File: config.mk
export PLATFORM = sky130hd
export DESIGN_NAME = conv_weight_loader
export DESIGN_NICKNAME = d
export VERILOG_FILES = /design/src/rtl/conv_weight_loader.sv
export SDC_FILE = /design/constraint.sdc
export NUM_CORES = 1
export LEC_CHECK = 0
export CAP_MARGIN = 20
export CORE_AREA = 2 2 304 306
export CTS_CLUSTER_SIZE = 12
export DETAILED_ROUTE_END_ITERATION = 8
export DIE_AREA = 0 0 306 308
export GPL_TIMING_DRIVEN = 0
export SYNTH_ARGS = -nofsm -noshare
export SYNTH_HDL_FRONTEND = slang
export SYNTH_SLANG_ARGS = --single-unit
File: constraint.sdc
create_clock -name DSP_clk -period 3.7 [get_ports DSP_clk]
set_clock_uncertainty 0.15 [all_clocks]
set_input_delay 0.925 -clock DSP_clk [delete_from_list [all_inputs] [get_ports DSP_clk]]
set_output_delay 0.925 -clock DSP_clk [all_outputs]
set_load 0.005 [all_outputs]
File: src/rtl/conv_weight_loader.sv
// rtl/conv_weight_loader.sv - weight/bias loader feeding the convolution core from a packed parameter stream
// One bias word, then KPOS weight beats per PE array, broadcast on a shared bus with a one-hot strobe.
module conv_weight_loader #(
    parameter int WEIGHT_WIDTH    = 16,
    parameter int PE_CORE_NUM     = 16,
    parameter int PE_NUM_PRE_CORE = 3,
    parameter int BIAS_WIDTH      = 32,
    parameter int ARRAY_NUM       = 8,
    localparam int BUS_W          = WEIGHT_WIDTH * PE_CORE_NUM
) (
    input  logic                            DSP_clk,
    input  logic                            rst,
    input  logic                            start,
    input  logic [3:0]                      array_count,
    input  logic [BUS_W-1:0]                in_data,
    input  logic                            in_valid,
    output logic                            in_ready,
    output logic [BUS_W-1:0]                weight,
    output logic [ARRAY_NUM-1:0]            weight_valid,
    output logic [BIAS_WIDTH*ARRAY_NUM-1:0] bias,
    output logic                            bias_valid,
    output logic                            busy,
    output logic                            done
);

    localparam int KPOS       = PE_NUM_PRE_CORE * PE_NUM_PRE_CORE;
    localparam int BIAS_BUS_W = BIAS_WIDTH * ARRAY_NUM;
    localparam int AW         = (ARRAY_NUM > 1) ? $clog2(ARRAY_NUM) : 1;
    localparam int KW         = (KPOS > 1) ? $clog2(KPOS) : 1;

    localparam logic [3:0]    MAX_COUNT = 4'(ARRAY_NUM);
    localparam logic [AW-1:0] ARR_MAX   = AW'(ARRAY_NUM - 1);
    localparam logic [KW-1:0] KPOS_LAST = KW'(KPOS - 1);

    typedef enum logic [1:0] {
        S_IDLE,
        S_BIAS,
        S_WEIGHT,
        S_DONE
    } state_t;

    state_t                  state_q, state_d;
    logic [AW-1:0]           arr_q, arr_d;
    logic [AW-1:0]           last_arr_q, last_arr_d;
    logic [KW-1:0]           kpos_q, kpos_d;
    logic [BUS_W-1:0]        weight_q, weight_d;
    logic [ARRAY_NUM-1:0]    weight_valid_q, weight_valid_d;
    logic [BIAS_BUS_W-1:0]   bias_q, bias_d;
    logic                    bias_valid_q, bias_valid_d;
    logic                    handshake;

    // in_ready is decoded from the state register only, never from in_valid.
    assign in_ready  = (state_q == S_BIAS) || (state_q == S_WEIGHT);
    assign busy      = (state_q != S_IDLE);
    assign done      = (state_q == S_DONE);
    assign handshake = in_valid & in_ready;

    assign weight       = weight_q;
    assign weight_valid = weight_valid_q;
    assign bias         = bias_q;
    assign bias_valid   = bias_valid_q;

    always_comb begin
        state_d        = state_q;
        arr_d          = arr_q;
        last_arr_d     = last_arr_q;
        kpos_d         = kpos_q;
        weight_d       = weight_q;
        bias_d         = bias_q;
        weight_valid_d = '0;
        bias_valid_d   = 1'b0;

        case (state_q)
            S_IDLE: begin
                if (start) begin
                    // A count of zero or beyond the array total loads every array.
                    if ((array_count == 4'd0) || (array_count > MAX_COUNT)) begin
                        last_arr_d = ARR_MAX;
                    end else begin
                        last_arr_d = AW'(array_count - 4'd1);
                    end
                    arr_d   = '0;
                    kpos_d  = '0;
                    state_d = S_BIAS;
                end
            end
            S_BIAS: begin
                if (handshake) begin
                    bias_d       = in_data[BIAS_BUS_W-1:0];
                    bias_valid_d = 1'b1;
                    state_d      = S_WEIGHT;
                end
            end
            S_WEIGHT: begin
                if (handshake) begin
                    weight_d       = in_data;
                    weight_valid_d = ARRAY_NUM'(1) << arr_q;
                    if (kpos_q == KPOS_LAST) begin
                        kpos_d = '0;
                        if (arr_q == last_arr_q) begin
                            state_d = S_DONE;
                        end else begin
                            arr_d = arr_q + AW'(1);
                        end
                    end else begin
                        kpos_d = kpos_q + KW'(1);
                    end
                end
            end
            S_DONE: begin
                state_d = S_IDLE;
            end
            default: begin
                state_d = S_IDLE;
            end
        endcase
    end

    always_ff @(posedge DSP_clk) begin
        if (rst) begin
            state_q        <= S_IDLE;
            arr_q          <= '0;
            last_arr_q     <= '0;
            kpos_q         <= '0;
            weight_q       <= '0;
            weight_valid_q <= '0;
            bias_q         <= '0;
            bias_valid_q   <= 1'b0;
        end else begin
            state_q        <= state_d;
            arr_q          <= arr_d;
            last_arr_q     <= last_arr_d;
            kpos_q         <= kpos_d;
            weight_q       <= weight_d;
            weight_valid_q <= weight_valid_d;
            bias_q         <= bias_d;
            bias_valid_q   <= bias_valid_d;
        end
    end

endmodule

* Yosys cells after proc, flatten, opt, wreduce, memory -nomap -nowiden
Index checks and enable logic that the tools add are counted.
W data, S select, Z words.
** Word-level totals
- Memories :: 0
- Latch bits :: 0
- Memory bits (read-only) :: 0
- Word-level logic and storage cells :: 59
- Bits in registers :: 533
- RAM bits :: 0
- Bits of input ports :: 264
- Output and inout bits :: 524
** Operators by class
- Multipliers :: 0
- $add $sub $neg :: 3
- Reductions and logical operators :: 14
- Div/mod/pow operators :: 0
- Equality and inequality tests :: 11
- Mux-type cells :: 17
- Magnitude comparators :: 1
- Shift-type cells :: 1
- Bitwise gates (word level) :: 4
** Operator list (count)
- $mux W3 :: 5
- $mux W4 :: 3
- $mux W2 :: 5
- $reduce_and A5 Y1 :: 2
- $ne A2 B2 Y1 const B :: 4
- $pmux W2 S4 :: 1
- $pmux W4 S2 :: 1
- $shl A1 B3 Y8 const A :: 1
- $pmux W3 S2 :: 1
- $reduce_and A2 Y1 :: 3
- $add A4 B1 Y4 const B :: 1
- $eq A2 B2 Y1 const B :: 2
- $eq A4 B4 Y1 const B :: 1
- $gt A4 B4 Y1 const B :: 1
- $logic_not A4 Y1 :: 1
- $ne A2 B1 Y1 const B :: 2
- $reduce_bool A2 Y1 :: 2
- $add A3 B1 Y3 const B :: 1
- $eq A3 B3 Y1 :: 1
- $not A1 Y1 :: 3
- $reduce_and A3 Y1 :: 1
- $reduce_or A3 Y1 :: 1
- $sub A3 B1 Y3 const B :: 1
- $eq A2 B1 Y1 const B :: 1
- 5 further kinds :: 6

* Depth between registers and ports, before layout
Gate-level depths: netlist of the first run.
- Word-level depth :: 5
- Gate-level depth with buffers :: 9
- Mapped depth without buffers :: 6

* Worst setup path before layout of the first run
No wires, ideal clock.
- Path type :: input port to flip-flop
- From :: input port in_valid
- To :: register weight_q[183], in the netlist weight[183]
- Path buffers :: 4
- Data arrival time :: 1.757 ns
- Data required time :: 3.418 ns
- Setup time :: 0.132 ns
- Path slack :: 1.661 ns
- Stages :: 7
- Cell sequence :: buf_4 and2_1 buf_4 buf_4 buf_4 nand2_1 a21oi_1
** Between the ends
- Word-level cells in the longest chain between the ends :: 2
** Ends and longest elaborated chain
- start, declared :: line 16 : input logic in_valid,
- $and A1 B1 Y1 :: line 56 : assign handshake = in_valid & in_ready;
- $reduce_and A2 Y1 (no line)
- end signal, assigned :: line 134 : weight_q <= weight_d;
- end, declared :: line 46 : logic [BUS_W-1:0] weight_q, weight_d;
No other way between the ends.
A chain may end at the register's enable or synchronous reset.

* Worst setup path after layout of the first run
- From :: register state_q[0]
- To :: output port in_ready
** Between the ends
- Word-level cells in the longest chain between the ends :: 2
- Elaborated cells on any way between the ends :: 3
- Classes of those cells :: eq/ne: 2; reduce/logical: 1
** Ends and longest elaborated chain
- start, declared :: line 42 : state_t state_q, state_d;
- start signal, assigned :: line 130 : state_q <= state_d;
- $eq A2 B1 Y1 or $eq A2 B2 Y1 (tied branches) :: line 53 : assign in_ready = (state_q == S_BIAS) || (state_q == S_WEIGHT);
- $logic_or A1 B1 Y1 * :: line 53
- end, declared :: line 17 : output logic in_ready,
Every way passes the cells marked *; elsewhere a longest branch is shown, timed or not.

==> results of run 1 <==
==> layout by cell type (no fill, tap or decap), types with 3 or more instances in the layout <==
cell type / n
buf_2: 54
clkdlybuf4s50_1: 785
and3_1: 4
inv_1: 11
buf_1: 5
ha_1: 11
buf_8: 4
diode_2: 5
nand2_1: 1032
buf_4: 12
a31oi_1: 4
dfxtp_1: 533
a21oi_1: 519
xnor2_1: 4
and2_1: 10
clkbuf_1: 71
clkinv_2: 7
nand2b_1: 3
nand3_1: 5
buf_6: 46
nor2_1: 5
clkbuf_16: 61
clkbuf_8: 17
==> routing by layer <==
| layer | up-vias | global-route usage (%) |
|---|---|---|
| li1 | 9265 | - |
| met1 | 8865 | 20.7 |
| met2 | 751 | 30.4 |
| met3 | 150 | 5.79 |
| met4 | 4 | 6.95 |
| met5 | - | 0 |
==> cells by family (layout without fill, tap and decap cells) <==
| family | Yosys count | count (layout) | share of synthesized area (%) |
|---|---|---|---|
| adders and majority gates | 11 | 11 | 0.730 |
| AOI/OAI and AO/OA | 537 | 537 | 14.5 |
| DFF | 533 | 533 | 56.6 |
| and+or+nand+nor | 1069 | 1069 | 21.8 |
| xor gates and xnor gates | 4 | 4 | 0.186 |
| other | 0 | 5 | 0 |
| buffers and inverters | 188 | 1079 | 6.18 |
==> power by group <==
group          total [mW]  internal, mW  switching (mW)
sequential           6.57          6.28           0.292
combinational        3.81          1.79            2.02
clock                5.96          3.47            2.49
total                16.3          11.5            4.80
==> sequential cells by signal, indices dropped and copies added (netlist names) <==
register	flops
last_arr_q	3
arr_q	3
state_q	2
weight_valid	8
kpos_q	4
bias_valid	1
weight	256
bias	256
==> final timing paths <==
kind	startpoint	endpoint	slack (ns)	cells past startpoint
min	bias[185]	bias[185]	0.30	2
max reg2reg	state_q[0]	weight[134]	1.13	8
min reg2reg	bias[185]	bias[185]	0.30	2
max	state_q[0]	in_ready	0.54	3
==> worst reg2reg max path: stages (launching register included) <==
cell	delay (ns)
dfxtp_1	0.39
inv_1	0.09
ha_1	0.19
buf_2	0.17
nand2_1	0.37
buf_2	0.50
buf_2	0.38
nand2_1	0.10
a21oi_1	0.15
==> metrics by stage <==
| step | setup slack (ns) | hold WS, ns | utilization [%] | area (um2) |
|---|---|---|---|---|
| floorplan | 1.66 | 0.303 | - | 18800 |
| global placement | 0.251 | 0.291 | 31.0 | 28200 |
| detailed placement | 0.682 | 0.295 | 31.0 | 28200 |
| CTS | 0.484 | 0.303 | 33.2 | 30200 |
| global route | 0.419 | 0.317 | 33.2 | 30200 |
| finish | 0.543 | 0.302 | 33.2 | 30200 |
==> area by class of cell <==
type	count	area, um2	share of cell area, %
diodes	5	12.5	0.0415
plain buffers	177	1120	3.72
clock buffers	89	1800	5.97
clock inverters	13	128	0.423
inverters	11	41.3	0.137
multi-input cells	1621	7010	23.2
flip-flops and latches	533	10700	35.4
well taps	1186	1480	4.92
repair buffers	789	7920	26.2
==> results.toml, run 1 <==
[worst_setup_path]
crit_type = "reg2out"
worst-path-buf-inv = 2
endpoint_kind = "primary output"
crit_required_ns = 2.62
path_cells = "inv_1, ha_1, clkdlybuf4s50_1"
cpPeakStageDelay_ns = 0.61
arrival_ns = 2.08
cp_slowest_cell = "clkdlybuf4s50_1"
cp-start-kind = "flop"
crit_fanout = 5
cp_top_family = "buffers and inverters"

[sta]
post-route-period-util_pct = 85.3
finalSetupTns_ns = 0
period_needed_ns = 3.16
worst_pin_slew_ns = 1.13
fmaxAchievable_mhz = 317
setup_viol = 0
hold_viol_final = 0
relSlewSlack_pct = 24.8
rsz0062_at_grt = "false"
final_max_slew_viol_count = 0

[clock_tree]
clk_path_buf_depth = 3
numCtsBuffers = 60
clk_pin_slew_ns = 0.06
clk_latency_ns = 0.63
postCtsSetupBuffers = 0
cts.sinks = 533
cts_tree = "built"
cts_hold_buf = 0
cts_resized = 0
clock-root-buffer = "clkbuf_16"
htree_levels = 2

[routing]
vias = 19000
routedWlPerCell_um = 19.9
dr.pass1.iters = 7
met3_wirelength_mm = 7.57
drc = 0
highest_layer = "met5"
met2WireLength_mm = 42.3
routed_via_density = 4.30
ant_nets = 0
drtIter0Drc = 1046
wl_met1_mm = 35.2
routed_wl_mm = 88.2

[floorplan]
rows = 111
die-area_um2 = 94200
dieHeight_um = 308
start_util_pct = 20.7
num_io_pins = 788
fp.dieW_um = 306
core_um2 = 91000

[place]
dp_hpwl_mm = 68.3
dp_cells = 4317
numPortBuffers = 785
place.gp.congestion = 0.882

[pwr]
total_power_mw = 16.3
powerDensity_nw_per_um2 = 541
ir_drop_uv = 376
p_leak_nw = 10.0

[layout]
fin_nets = 3468
final-instance-count-excl-fill = 4424
n_fill_cell = 9565
area_growth_syn_to_layout_pct = 60.2
post_route_cells_drive_above_1_share_pct = 6.53

[run_status]
status = "finished clean"

[synth]
syn_area_um2 = 18800
synthCells = 2342
syn_nets = 2617
synthTopCellsByArea = "dfxtp_1 (57%), nand2_1 (21%), a21oi_1 (14%)"
ys_types = 36
yosysMostFrequentCell = "nand2_1"
synth_area_leader_cell = "dfxtp_1"
synth-seq-cells = 533
async_reset_ff_share_pct = 0
ys.flop_type = "dfxtp_1"
synth-edff-count = 0
ys_seq_area_share_pct = 56.6
postSynthAreaPerCell_um2 = 8.04
yosys_warnings = 0
synth_top_cell_area_share_pct = 56.6
yosys-top-cells-count = "nand2_1 (1032), dfxtp_1 (533), a21oi_1 (519)"

[run]
maxCapViolCount = 0

[global_route]
grt_max_degree = 15
gr-total-overflow = 0
grt.total_usage_pct = 17.9
grt_pass1_wl_mm = 125
grt_pass1_vias = 18500
antenna_found_initial = 10

[hold_path]
hold_class = "reg2reg"
(Power assumes the default switching activity.)
==> run 2, diff against run 1 <==
--- a/config.mk
+++ b/config.mk
@@ -6,11 +6,14 @@
 export NUM_CORES = 1
 export LEC_CHECK = 0
 export CAP_MARGIN = 20
-export CORE_AREA = 2 2 304 306
+export CELL_PAD_IN_SITES_DETAIL_PLACEMENT = 1
+export CELL_PAD_IN_SITES_GLOBAL_PLACEMENT = 2
+export CORE_AREA = 2 2 303 305
 export CTS_CLUSTER_SIZE = 12
 export DETAILED_ROUTE_END_ITERATION = 8
-export DIE_AREA = 0 0 306 308
+export DIE_AREA = 0 0 305 307
 export GPL_TIMING_DRIVEN = 0
+export PLACE_DENSITY_LB_ADDON = 0.1
 export SYNTH_ARGS = -nofsm -noshare
 export SYNTH_HDL_FRONTEND = slang
 export SYNTH_SLANG_ARGS = --single-unit
==> run 2 against run 1 <==
Compared with the run above:
- fmax up 1.1%
- combinational power barely moved
- non-clock buffer count fell by 3
- total power rose by 2.4%
- clock-buffer cell count is 8 higher
- sequential power hardly changed
- sequential share of layout area fell by 0.15 points
- design area up 0.42%
- largest power group unchanged
- highest routed layer unchanged
==> results.toml, run 2 (synthesized netlist as in run 1, its figures left out) <==
[sta]
final_max_slew_viol_count = 0
rsz0062_at_grt = "false"
fmaxAchievable_mhz = 320
worst_pin_slew_ns = 1.10
hold_viol_final = 0
setup_viol = 0
relSlewSlack_pct = 26.6
post-route-period-util_pct = 84.4
finalSetupTns_ns = 0
period_needed_ns = 3.12

[worst_setup_path]
crit_fanout = 5
crit_end = "in_ready"
endpoint_kind = "primary output"
r2r_start = "state_q[0]"
crit_type = "reg2out"
arrival_ns = 2.05
critPathLaunch = "state_q[0]"
cp-start-kind = "flop"
reg2reg_slack_ns = 1.27
worstRegToRegCells = 8
rr_endpoint = "weight[3]"
crit_required_ns = 2.62

[place]
place.gp.congestion = 0.816
dp_hpwl_mm = 77.0
dp_cells = 4314
numPortBuffers = 785

[clock_tree]
htree_levels = 3
postCtsSetupBuffers = 0
cts_resized = 0
cts.sinks = 533
clk_pin_slew_ns = 0.06
clk_latency_ns = 0.59
clock-root-buffer = "clkbuf_16"
cts_tree = "built"
numCtsBuffers = 68
clk_path_buf_depth = 3
cts_hold_buf = 0

[pwr]
p_leak_nw = 10.1
total_power_mw = 16.7
powerDensity_nw_per_um2 = 552
ir_drop_uv = 326

[floorplan]
core_um2 = 90700
die-area_um2 = 93600
rows = 111
fp.dieW_um = 305
dieHeight_um = 307
num_io_pins = 788
start_util_pct = 20.8

[routing]
ant_nets = 0
drc = 0
routed_wl_mm = 97.1
routed_via_density = 4.30
vias = 19100
dr.pass1.iters = 4
routedWlPerCell_um = 21.9
drtIter0Drc = 777

[layout]
final-instance-count-excl-fill = 4435
post_route_cells_drive_above_1_share_pct = 6.49
final_common_cell = "nand2_1"
fin_nets = 3473
area_growth_syn_to_layout_pct = 60.9
layout_common_cells = "nand2_1 (1032), clkdlybuf4s50_1 (785), dfxtp_1 (533), a21oi_1 (519), clkbuf_1 (76)"
n_fill_cell = 10600

[run_status]
status = "finished clean"

[global_route]
antenna_found_initial = 20
grt_max_degree = 12
grt.total_usage_pct = 19.9
grt_pass1_wl_mm = 137
grt_pass1_vias = 20200
gr-total-overflow = 0

[run]
maxCapViolCount = 0

[hold_path]
hold_class = "reg2reg"
[run 2: changes by cell type in the layout (fill, tap and decap cells not counted), moves of 3 or more]
cell | previous run | this run
buf_8 | 4 | 1
clkbuf_1 | 71 | 76
clkbuf_16 | 61 | 69
clkbuf_8 | 17 | 12
clkinv_8 | 0 | 4
diode_2 | 5 | 12
[run 2: how the worst min path moves through the flow]
stage                startpoint          end  slack [ns]  cells after the start
global placement      bias[139]    bias[139]        0.29                      2
finish              weight[174]  weight[174]        0.30                      2
floorplan               bias[0]      bias[0]        0.30                      2
CTS                   bias[252]    bias[252]        0.30                      2
global route          bias[112]    bias[112]        0.32                      2
detailed placement    bias[112]    bias[112]        0.30                      2
[run 2: cell type report]
cell class	count	area [um2]	share of cell area [%]
Clock inverter	12	133	0.438
Antenna cell	12	30.0	0.0991
Clock buffer	97	1950	6.44
Buffer	177	1120	3.70
Multi-Input combinational cell	1621	7010	23.1
Inverter	11	41.3	0.136
Timing Repair Buffer	786	7870	26.0
Tap cell	1186	1480	4.90
Sequential cell	533	10700	35.2
[run 2: worst max-delay path, cell delays in order, from the launching register on]
cell and delay (ns):
dfxtp_1 0.37, inv_1 0.09, ha_1 0.38, clkdlybuf4s50_1 0.62
[run 2: power by group]
group	internal [mW]	switching, mW
logic	1.79	2.02
registers	6.28	0.301
clock network	3.72	2.63
[run 2: stage by stage]
stage               area (um2)  hold WS (ns)  utilization (%)  worst slack [ns]
global placement         28200         0.291             31.1             0.767
floorplan                18800         0.303                -              1.66
detailed placement       28200         0.296             31.1             0.752
CTS                      30300         0.303             33.4             0.507
finish                   30300         0.301             33.4             0.577
global route             30300         0.318             33.4             0.448
[run 2: routing by layer]
| layer | vias up | part of all wire, % | GRT usage [%] |
|---|---|---|---|
| met4 | 18 | 3.6 | 7.62 |
| met5 | - | 0.13 | 0 |
| met1 | 9050 | 37 | 20.9 |
| met3 | 157 | 9.3 | 7.88 |
| li1 | 9269 | - | - |
| met2 | 565 | 50 | 35.7 |
